===== src/rtl/rf_gen_pkg.sv =====
// Shared definitions for the RF clock generator configuration sequencer.
package rf_gen_pkg;

  localparam int NUM_CH = 6;
  localparam int DW     = 8;

  // cfg_addr layout: bit 3 selects div/phase, bits 2:0 select the channel
  localparam int ADDR_SEL_BIT = 3;
  localparam int CH_MSB       = 2;
  localparam int CH_LSB       = 0;

  localparam logic [DW-1:0] DEF_DIV = 8'd4;
  localparam logic [DW-1:0] MIN_DIV = 8'd1;

  typedef enum logic [1:0] {
    ST_IDLE,
    ST_APPLY,
    ST_HOLD,
    ST_DONE
  } state_e;

endpackage


===== src/rtl/rf_gen_ch_cfg.sv =====
// One generator channel: shadow and live div/phase registers, the div
// write clamp, the simultaneous live load and the div+phase overflow flag.
module rf_gen_ch_cfg #(
  parameter int            DW      = 8,
  parameter logic [DW-1:0] DEF_DIV = 8'd4,
  parameter logic [DW-1:0] MIN_DIV = 8'd1
) (
  input  logic          refclk,
  input  logic          reset,
  input  logic          wr_div,
  input  logic          wr_phase,
  input  logic [DW-1:0] wr_data,
  input  logic          load,
  output logic [DW-1:0] div_live,
  output logic [DW-1:0] phase_live,
  output logic          ovf
);

  logic [DW-1:0] div_sh_q, div_sh_d;
  logic [DW-1:0] phase_sh_q, phase_sh_d;
  logic [DW-1:0] div_live_q, div_live_d;
  logic [DW-1:0] phase_live_q, phase_live_d;
  logic [DW:0]   sum;

  // Next-state for shadow (host writes, div clamped) and live (load on apply)
  always_comb begin
    div_sh_d     = div_sh_q;
    phase_sh_d   = phase_sh_q;
    div_live_d   = div_live_q;
    phase_live_d = phase_live_q;
    if (wr_div) begin
      div_sh_d = (wr_data < MIN_DIV) ? MIN_DIV : wr_data;
    end
    if (wr_phase) begin
      phase_sh_d = wr_data;
    end
    if (load) begin
      div_live_d   = div_sh_q;
      phase_live_d = phase_sh_q;
    end
  end

  // Register all four values; reset returns everything to defaults
  always_ff @(posedge refclk) begin
    if (reset) begin
      div_sh_q     <= DEF_DIV;
      phase_sh_q   <= '0;
      div_live_q   <= DEF_DIV;
      phase_live_q <= '0;
    end else begin
      div_sh_q     <= div_sh_d;
      phase_sh_q   <= phase_sh_d;
      div_live_q   <= div_live_d;
      phase_live_q <= phase_live_d;
    end
  end

  // Overflow when the one-bit-wider sum of shadow div and phase carries out
  always_comb begin
    sum = {1'b0, div_sh_q} + {1'b0, phase_sh_q};
    ovf = sum[DW];
  end

  assign div_live   = div_live_q;
  assign phase_live = phase_live_q;

endmodule


===== src/rtl/rf_gen_cfg_ctrl.sv =====
// Configuration sequencer for the 6-channel RF clock generator. Host writes
// land in per-channel shadows; a commit copies all shadows to the live
// outputs at once and holds the generator in reset so channels restart aligned.
module rf_gen_cfg_ctrl #(
  parameter int            NUM_CH     = 6,
  parameter int            DW         = 8,
  parameter int            RST_CYCLES = 4,
  parameter logic [DW-1:0] DEF_DIV    = rf_gen_pkg::DEF_DIV,
  parameter logic [DW-1:0] MIN_DIV    = rf_gen_pkg::MIN_DIV
) (
  input  logic               refclk,
  input  logic               reset,
  input  logic               cfg_valid,
  output logic               cfg_ready,
  input  logic [3:0]         cfg_addr,
  input  logic [DW-1:0]      cfg_data,
  input  logic               commit,
  input  logic               err_clr,
  output logic [NUM_CH*DW-1:0] div_out,
  output logic [NUM_CH*DW-1:0] phase_out,
  output logic               gen_reset,
  output logic               busy,
  output logic               done,
  output logic               commit_drop,
  output logic [1:0]         err
);

  import rf_gen_pkg::*;

  localparam int CNT_W = (RST_CYCLES > 1) ? $clog2(RST_CYCLES) : 1;

  state_e            state_q, state_d;
  logic [CNT_W-1:0]  hold_cnt_q, hold_cnt_d;
  logic [1:0]        err_q, err_d;
  logic [2:0]        wr_ch;
  logic              wr_is_phase;
  logic              wr_en;
  logic              ch_valid;
  logic [NUM_CH-1:0] wr_div_vec;
  logic [NUM_CH-1:0] wr_phase_vec;
  logic [NUM_CH-1:0] ovf_vec;
  logic              apply_now;

  assign wr_ch       = cfg_addr[CH_MSB:CH_LSB];
  assign wr_is_phase = cfg_addr[ADDR_SEL_BIT];
  assign wr_en       = cfg_valid && cfg_ready;
  assign ch_valid    = (wr_ch < 3'(NUM_CH));
  assign apply_now   = (state_q == ST_APPLY);

  // Sequence IDLE -> APPLY (1) -> HOLD (RST_CYCLES) -> DONE (1) -> IDLE
  always_comb begin
    state_d    = state_q;
    hold_cnt_d = hold_cnt_q;
    case (state_q)
      ST_IDLE: begin
        if (commit) begin
          state_d = ST_APPLY;
        end
      end
      ST_APPLY: begin
        state_d    = ST_HOLD;
        hold_cnt_d = '0;
      end
      ST_HOLD: begin
        if (hold_cnt_q == CNT_W'(RST_CYCLES - 1)) begin
          state_d = ST_DONE;
        end else begin
          hold_cnt_d = hold_cnt_q + CNT_W'(1);
        end
      end
      ST_DONE: begin
        state_d = ST_IDLE;
      end
      default: begin
        state_d = ST_IDLE;
      end
    endcase
  end

  // State and hold counter registers
  always_ff @(posedge refclk) begin
    if (reset) begin
      state_q    <= ST_IDLE;
      hold_cnt_q <= '0;
    end else begin
      state_q    <= state_d;
      hold_cnt_q <= hold_cnt_d;
    end
  end

  // Sticky errors: clear first so a same-cycle set takes priority
  always_comb begin
    err_d = err_q;
    if (err_clr) begin
      err_d = 2'b00;
    end
    if (wr_en && !ch_valid) begin
      err_d[0] = 1'b1;
    end
    if (apply_now && (|ovf_vec)) begin
      err_d[1] = 1'b1;
    end
  end

  // Error register
  always_ff @(posedge refclk) begin
    if (reset) begin
      err_q <= 2'b00;
    end else begin
      err_q <= err_d;
    end
  end

  for (genvar g = 0; g < NUM_CH; g++) begin : g_ch
    assign wr_div_vec[g]   = wr_en && !wr_is_phase && (wr_ch == 3'(g));
    assign wr_phase_vec[g] = wr_en &&  wr_is_phase && (wr_ch == 3'(g));

    rf_gen_ch_cfg #(
      .DW      (DW),
      .DEF_DIV (DEF_DIV),
      .MIN_DIV (MIN_DIV)
    ) u_ch (
      .refclk     (refclk),
      .reset      (reset),
      .wr_div     (wr_div_vec[g]),
      .wr_phase   (wr_phase_vec[g]),
      .wr_data    (cfg_data),
      .load       (apply_now),
      .div_live   (div_out[g*DW +: DW]),
      .phase_live (phase_out[g*DW +: DW]),
      .ovf        (ovf_vec[g])
    );
  end

  assign cfg_ready   = (state_q == ST_IDLE);
  assign busy        = (state_q != ST_IDLE);
  assign done        = (state_q == ST_DONE) && !reset;
  assign commit_drop = commit && busy && !reset;
  assign gen_reset   = reset | (state_q == ST_HOLD);
  assign err         = err_q;

endmodule


===== config.mk =====
export PLATFORM = sky130hd
export DESIGN_NAME = rf_gen_cfg_ctrl
export DESIGN_NICKNAME = d
export VERILOG_FILES = /design/src/rtl/rf_gen_pkg.sv /design/src/rtl/rf_gen_ch_cfg.sv /design/src/rtl/rf_gen_cfg_ctrl.sv
export SDC_FILE = /design/constraint.sdc
export NUM_CORES = 1
export LEC_CHECK = 0
export BUFFER_PORTS_ARGS = -buffer_cell sky130_fd_sc_hd__clkbuf_2
export CELL_PAD_IN_SITES_DETAIL_PLACEMENT = 0
export CELL_PAD_IN_SITES_GLOBAL_PLACEMENT = 1
export CORE_ASPECT_RATIO = 1.25
export CORE_MARGIN = 1
export CORE_UTILIZATION = 44
export CTS_CLUSTER_DIAMETER = 40
export DETAILED_ROUTE_END_ITERATION = 10
export PLACE_DENSITY = 0.88
export SLEW_MARGIN = 20
export SYNTH_ARGS = -nofsm -noshare
export SYNTH_HDL_FRONTEND = slang
export SYNTH_SLANG_ARGS = --single-unit

===== constraint.sdc =====
create_clock -name refclk -period 2.5 [get_ports refclk]
set_input_delay 0 -clock refclk [delete_from_list [all_inputs] [get_ports refclk]]
set_output_delay 0 -clock refclk [all_outputs]
set_load 0.02 [all_outputs]

==> results by stage, run 1 <==
Run status:
- The run finished with clean final reports.

Synthesis:
- The number of warnings reported in the yosys synthesis log is 0.
- Of the total synthesized cell area, the portion taken by AND, OR, NAND and NOR gates is 0.151.
- The share of synthesized area in the top cell type comes to 0.488.
- The fraction of synthesized cell area in xor and xnor cells is 0.
- By area, the combinational part of the netlist is dominated by multiplexers.
- The synthesized-area fraction occupied by ao, oa, aoi and oai cells is 0.0476.
- The arithmetic-cell share of the synthesized area counting full adders, half adders and majority gates is 0.0724.
- The register bit total from synthesis is 198.
- Synthesis produced approximately 800 cells.
- The number of nets handed over by synthesis was 860.
- The dominant cell type by area after synthesis is dfxtp_1.
- The cell area that synthesis handed to floorplanning was 8120 um^2.
- The number of different library cells used by synthesis comes to 45.
- The mean post-synth cell area is between 10 and 15 um^2.
- Sorting the synthesized cells by area gives the leading types as dfxtp_1 49%, mux2i_1 21%, nor2_1 8.7%, ha_1 7.2%, a21oi_1 1.5%.
- Of the synthesized area, sequential elements account for 0.488.
- Measured against the total synthesized area, the mux share comes to 0.208.

Routing:
- After detailed routing, the average wire length per cell comes to 17.3 um.
- The remaining antenna violation count is 0.
- The aggregate routed wire length is slightly below 20,000 um.
- Using the TritonRoute via totals, the vias-per-cell ratio works out to 5.18.
- The first detailed-routing pass took 5 iterations.
- For this block, the initial DRC count from the detailed router was 366.
- The via total after detailed routing is ~5,900.
- The post-detailed-route DRC marker count is 0.

Clock tree:
- The cell sitting at the root of the clock tree is a clkbuf_16.
- The source-to-sink clock delay at the later pin of the worst-skew pair is 430 ps.
- Hold repair after CTS inserted 3 buffers.
- The H-tree was split into 4 levels.
- The clock transition at the registers of the reported paths is 70 ps.
- The number of setup buffers added after CTS is 0.
- The clock tree from TritonCTS is yes.
- The number of gates resized after CTS was 0.
- The clock sink total is 198.
- The worst-case clock buffer depth is 2.
- The number of CTS-inserted buffers is 17.

Layout:
- The area growth from synthesis to layout is 18.5%.
- The post-route cell area is 9620 um^2.
- The number of antenna diodes is 0.
- The most common cell after layout, fill and taps aside is dfxtp_1.
- Of the cells placed in the final design, the portion with a size suffix greater than 1 is 0.194.
- In the layout the commonest cells are 198 x dfxtp_1, 189 x nor2_1, 169 x mux2i_1.
- The post-layout net count is ~970.
- The final cell utilization of the core is 0.531.

STA:
- The max-slew violation count is 0.
- The slew at the pin closest to its max-slew limit is 711 ps.
- Of the available clock period, the critical path in the final layout requires 0.840.
- For the final routed database, the setup TNS stands at 0 ps.
- Setup repair after global routing left no endpoint under its margin.
- For the final database, setup skew stands at 5.46 ps.
- Based on the critical path, the design can be clocked at up to 476 MHz.
- The number of endpoints failing setup at the final stage is 0.
- The final number of hold-violating endpoints was 0.
- The clock period minus final worst setup slack is ~2100 ps.
- The worst-case headroom to the max-slew limit is 0.526.

Place:
- The congestion estimate from routability-driven global placement came to 0.783.
- The number of input and output port buffers inserted is 119.
- The post-DP HPWL is 13,700 um.
- After detailed placement, the total cell area comes to 8930 um^2.

Worst setup path:
- Data on the critical path is required at its endpoint by between 2000 and 3000 ps.
- Of all nets on the critical path, the largest fanout is 10.
- The classification of the worst setup path is reg -> reg.
- The beginning of the critical path is state_q[0].
- The launch instance of the worst register-to-register path is state_q[0].
- The category of the worst setup path launch point is a flop.
- STA classifies the critical path endpoint as a flop.
- The data arrival time of the critical path is ~2400 ps.

Floorplanning:
- The horizontal die dimension is 124 um.
- The total I/O pin count is 120.
- The area of the die is 19,000 um^2.
- The region available for standard cell placement spans around 18,000 um^2.
- The initial utilization of the core area, before any placement, comes to 0.449.
- The floorplan row count is 55.
- In this run the vertical extent of the chip is 154 um.

Pwr:
- Of the total power, the share spent switching nets is 0.264.
- The maximum vdd ir drop is 0.555 mV.
- In this run the static leakage power is approximately 4.2 nW.
- The combinational share of power is 0.182.
- Of the total power, registers draw 0.427.
- The share of total power in the clock network is 0.391.
- Summed over all nets, the switching power comes to 0.00206 W.
- The areal power density over the cells is approximately 810 nW/um^2.
- The internal portion of the total power is 0.00577 W.

GRT:
- The total routing resource utilization after global routing is 0.213.
- The via count of the first global-routing pass came to 5,552.
- The number of antenna violations at the first check in global routing came to 0.
- The total overflow left after global routing is 0.
- Entering global routing, the biggest net connects 89 pins.
- The global-route wire length before repair is ~30,000 um.

Worst hold path:
- The class of the most critical hold timing path is in -> reg.
- The origin of the worst min-delay path is reset.

Job:
- The number of max-cap violations is 0.
## sequential cells by signal (all words and copies together) (netlist names)
name and cells:
g_ch.u_ch.div_live 48, g_ch.u_ch.div_sh_q 48, g_ch.u_ch.phase_live 48, g_ch.u_ch.phase_sh_q 48, err 2, hold_cnt_q 2
state_q 2
## worst max-delay path, stage by stage (launching register included)
cell and delay [ps]:
dfxtp_1 360, inv_1 100, ha_1 400, and3b_1 310, nand3b_1 410, a211o_1 410
## cells by family (layout without fill, tap and decap cells)
kind of cell / after synthesis / after routing
buffers and inverters: 58 / 174
adder cells (fa/ha/maj): 47 / 47
multiplexers: 169 / 169
AND/OR/NAND/NOR: 268 / 268
AO/OA/AOI/OAI: 56 / 56
flip-flops: 198 / 198
## per-layer routing
| layer | global-route usage | wire [um] | vias to the layer above |
|---|---|---|---|
| met5 | 0 | 0 | - |
| met4 | 0.0786 | 423 | 0 |
| met3 | 0.0449 | 841 | 28 |
| met2 | 0.348 | 9610 | 123 |
| met1 | 0.273 | 8810 | 2812 |
| li1 | - | - | 2944 |
## Yosys cell counts, drive strengths merged
library cell  count
and3b             1
and3              4
nor2b            11
nor3              5
a311oi            3
o21ai             1
nand2b            2
or3               1
nor4              4
nand3            17
a222oi            1
o22ai             1
a22oi             1
nand2            14
dfxtp           198
a211o            11
buf              19
inv               9
a21oi            25
o2bb2a            1
nor2            193
o22a              1
nor4bb            1
nand3b            4
nand4             8
or2               1
a22o              1
clkbuf           30
nor3b             2
a31o              3
ha               47
mux2i           169
a221o             1
o32ai             1
a211oi            5
## cell type report
type | count | area, um^2
well taps | 228 | 285
clock buffers | 21 | 460
multi-input cells | 540 | 3910
inverters | 9 | 33.8
repair buffers | 135 | 767
fillers | 1620 | 8480
clock inverters | 9 | 199
flip-flops and latches | 198 | 3960
## power groups by stage
stage / clock network (W) / registers [W] / logic, W
finish: 0.00306 / 0.00335 / 0.00142
global route: 0.00325 / 0.00336 / 0.00154
CTS: 0.00311 / 0.00335 / 0.00143
detailed placement: 0 / 0.00342 / 0.00142
global placement: 0 / 0.00341 / 0.00141
floorplan: 0 / 0.00345 / 0.00107
## path summary, 6_finish.rpt
| path | cells past startpoint | slack (ps) | to |
|---|---|---|---|
| max | 5 | 400 | g_ch[0].u_ch.div_sh_q[2] |
| min | 2 | 50 | hold_cnt_q[1] |
| max reg2reg | 5 | 400 | g_ch[0].u_ch.div_sh_q[2] |
| min reg2reg | 1 | 480 | hold_cnt_q[0] |
## metrics by stage
step / total power [W] / setup WS, ps / std cells / hold slack, ps
2_1_floorplan: 0.00452 / 610 / 796 / 142
3_3_place_gp: 0.00483 / 472 / 1107 / 323
3_5_place_dp: 0.00484 / 432 / 1107 / 326
4_1_cts: 0.00789 / 397 / 1140 / 37.9
5_1_grt: 0.00815 / 173 / 1140 / 66.9
6_report: 0.00783 / 399 / 1140 / 51.1
Power figures use the tool's default switching activity.
==> run 2: changes to the inputs <==
- clock period: 2.5 -> 2.04 ns (I/O delays scaled with it)
==> results by stage, run 2 (synthesis results as in run 1) <==
Run status:
- The flow ran to the end, and the final reports show no timing, DRC or antenna violations.

Worst hold path:
- The class of the most critical hold timing path is in -> reg.
- The worst-case hold path end point is g_ch[4].u_ch.div_sh_q[7].
- The worst hold path begins at cfg_data[7].
- The hold path depth is 3.

Floorplanning:
- The die extent in y is 154 um.
- 120 I/O pins were placed.
- The horizontal die dimension is 124 um.
- The area of the die is 19,000 um^2.
- The floorplan row count is 55.
- The effective utilization at floorplan is 0.449.
- The standard cell core area is ~18,000 um^2.

Pwr:
- The analysis attributes to cell leakage a power of 4.26 nW.
- The areal power density over the cells is 954 nW/um^2.
- The power consumption is 0.00923 W.
- Across the VDD grid, the largest voltage drop is a little under 0.6 mV.

Clock tree:
- TritonCTS built the clock tree.
- The root buffer cell chosen for the clock tree is clkbuf_16.
- CTS built an H-tree with a depth of 4.
- TritonCTS created 17 clock buffers.
- The number of setup buffers added after CTS is 0.
- After clock tree synthesis, the clock-pin slew on the worst setup and hold paths is 70 ps.
- The clock sink total is approximately 200.
- The clock passes through at most 2 buffers.
- For the worst-skew pair, the clock arrives at the later sink with an insertion delay of around 440 ps.

Routing:
- After detailed routing, the average wire length per cell comes to 16.8 um.
- The first-pass detailed-route iteration total is 5.
- After detailed routing, the number of remaining DRC violations is 0.
- Dividing the detail-routed via count by the number of cells gives 5.15.
- The via total after detailed routing is between 5,000 and 6,000.
- The DRC marker count from the first detailed-route iteration is 334.
- Wires add up to around 19,000 um.
- The remaining antenna violation count is 0.

GRT:
- The global-route wire length before repair is 30,500 um.
- The via count of the first global-routing pass was 5,550.
- The number of antenna violations at the first check in global routing is 0.
- The total routing resource utilization after global routing is 0.213.
- After global routing the overflow that remains totals 0.
- Entering global routing, the biggest net connects 70 pins.

STA:
- Clock skew on the completed layout was measured at 9.32 ps.
- The final number of hold-violating endpoints is 0.
- The max-slew violation count was 0.
- Derived from the worst setup path, the maximum achievable clock frequency is 524 MHz.
- The slew at the pin closest to its max-slew limit is 545 ps.
- Setup repair after global routing left no endpoint under its margin.
- The smallest clock period supported by the final layout is computed as roughly 1900 ps.
- The worst-case headroom to the max-slew limit is 0.636.
- In the final timing run, aggregate negative setup slack is 0 ps.
- Setup violations remaining at the end of the flow were counted as 0.
- The final critical-path setup slack is around 130 ps.
- Of the available clock period, the critical path in the final layout requires 0.935.

Layout:
- Fill cells in the final layout number 1,635.
- In the final layout, the share of cells above drive strength 1 is 0.209.
- The repair_antennas step left the layout with diodes totalling 0.
- The library cell used most frequently in the layout, excluding fill and tap cells, is dfxtp_1.
- Relative to the synthesized area, the layout overhead comes to 19.1%.
- Leaving out filler cells and counting taps, the final layout contains 1,155.
- The post-layout net count is 978.
- The final cell utilization of the core is 0.534.
- In the layout the commonest cells are 198 x dfxtp_1, 189 x nor2_1, 169 x mux2i_1.

Worst setup path:
- The worst-case register-to-register setup slack is 130 ps.
- At the worst endpoint, the required time is 2370 ps.
- In this run the critical register-to-register path is captured at g_ch[1].u_ch.div_sh_q[2].
- The launch instance of the worst register-to-register path is state_q[0].
- The biggest fanout along the worst timing path is 10.
- The worst setup path is captured at a flop.
- The data arrival time of the critical path is 2240 ps.
- The classification of the worst setup path is reg -> reg.
- The cell depth of the worst flop-to-flop path is 5.
- The category of the worst setup path launch point is a flop.

Place:
- Detailed placement ended at an HPWL of 13,700 um.
- The worst setup slack after placement is 142 ps.
- The count of buffers added on input and output ports is approximately 120.
- The placed cell count is 1,119.
- Routability-driven placement finished with a final weighted congestion of around 0.82.

Job:
- The number of max-cap violations is 0.
-- run 2: cell count changes in the layout (fill, tap and decap cells not counted), sizes merged --
cell,change
buf,+12
bufinv,-5
clkbuf,-3
clkinv,+4
clkinvlp,+1
dlygate4sd3,+1
inv,+5
-- run 2: what timing repair did --
action                     in CTS  in global routing
hold endpoints to repair       46                  0
gates resized for setup         0                  1
hold buffers                    4                  0
setup endpoints to repair       0                  1
-- run 2: how the worst max path moves through the flow --
stage,cells past startpoint,start,end,slack (ps)
detailed placement,6,g_ch[2].u_ch.phase_sh_q[6],err[1],140
CTS,6,g_ch[2].u_ch.phase_sh_q[6],err[1],120
global route,5,state_q[0],g_ch[1].u_ch.div_sh_q[2],10
global placement,5,state_q[1],g_ch[1].u_ch.div_sh_q[2],210
floorplan,9,state_q[0],g_ch[0].u_ch.div_sh_q[2],150
finish,5,state_q[0],g_ch[1].u_ch.div_sh_q[2],130
-- run 2: layer usage --
metal | up-vias | GRT usage | part of all wire
met5 | - | 0 | 0
met2 | 126 | 0.347 | 0.49
li1 | 2990 | - | -
met4 | 0 | 0.0820 | 0.024
met1 | 2798 | 0.273 | 0.45
met3 | 29 | 0.0460 | 0.045
-- run 2: layout make-up --
| type | count | area [um^2] | area share |
|---|---|---|---|
| repair buffers | 148 | 892 | 0.0922 |
| inverters | 9 | 33.8 | 0.00349 |
| clock buffers | 18 | 439 | 0.0454 |
| well taps | 228 | 285 | 0.0295 |
| clock inverters | 14 | 144 | 0.0149 |
| multi-input cells | 540 | 3920 | 0.405 |
| flip-flops and latches | 198 | 3960 | 0.410 |
-- run 2: per-stage QoR --
stage               cell area, um^2  hold WS, ps
finish                         9670         27.5
global route                   9670         47.2
CTS                            9670         13.0
detailed placement             9040          328
global placement               9040          328
floorplan                      8120          142
-- run 2: report_power, final --
part | total (W) | switching [W] | internal [W]
logic | 0.00183 | 0.00105 | 0.000780
clock network | 0.00330 | 0.00155 | 0.00175
registers | 0.00410 | 0.000101 | 0.00399
total | 0.00923 | 0.00270 | 0.00653
-- run 2: critical path, stage by stage, from the launching register on --
cell	delay, ps
dfxtp_1	370
inv_1	110
ha_1	220
nand3b_1	140
or3_1	600
a211o_1	360
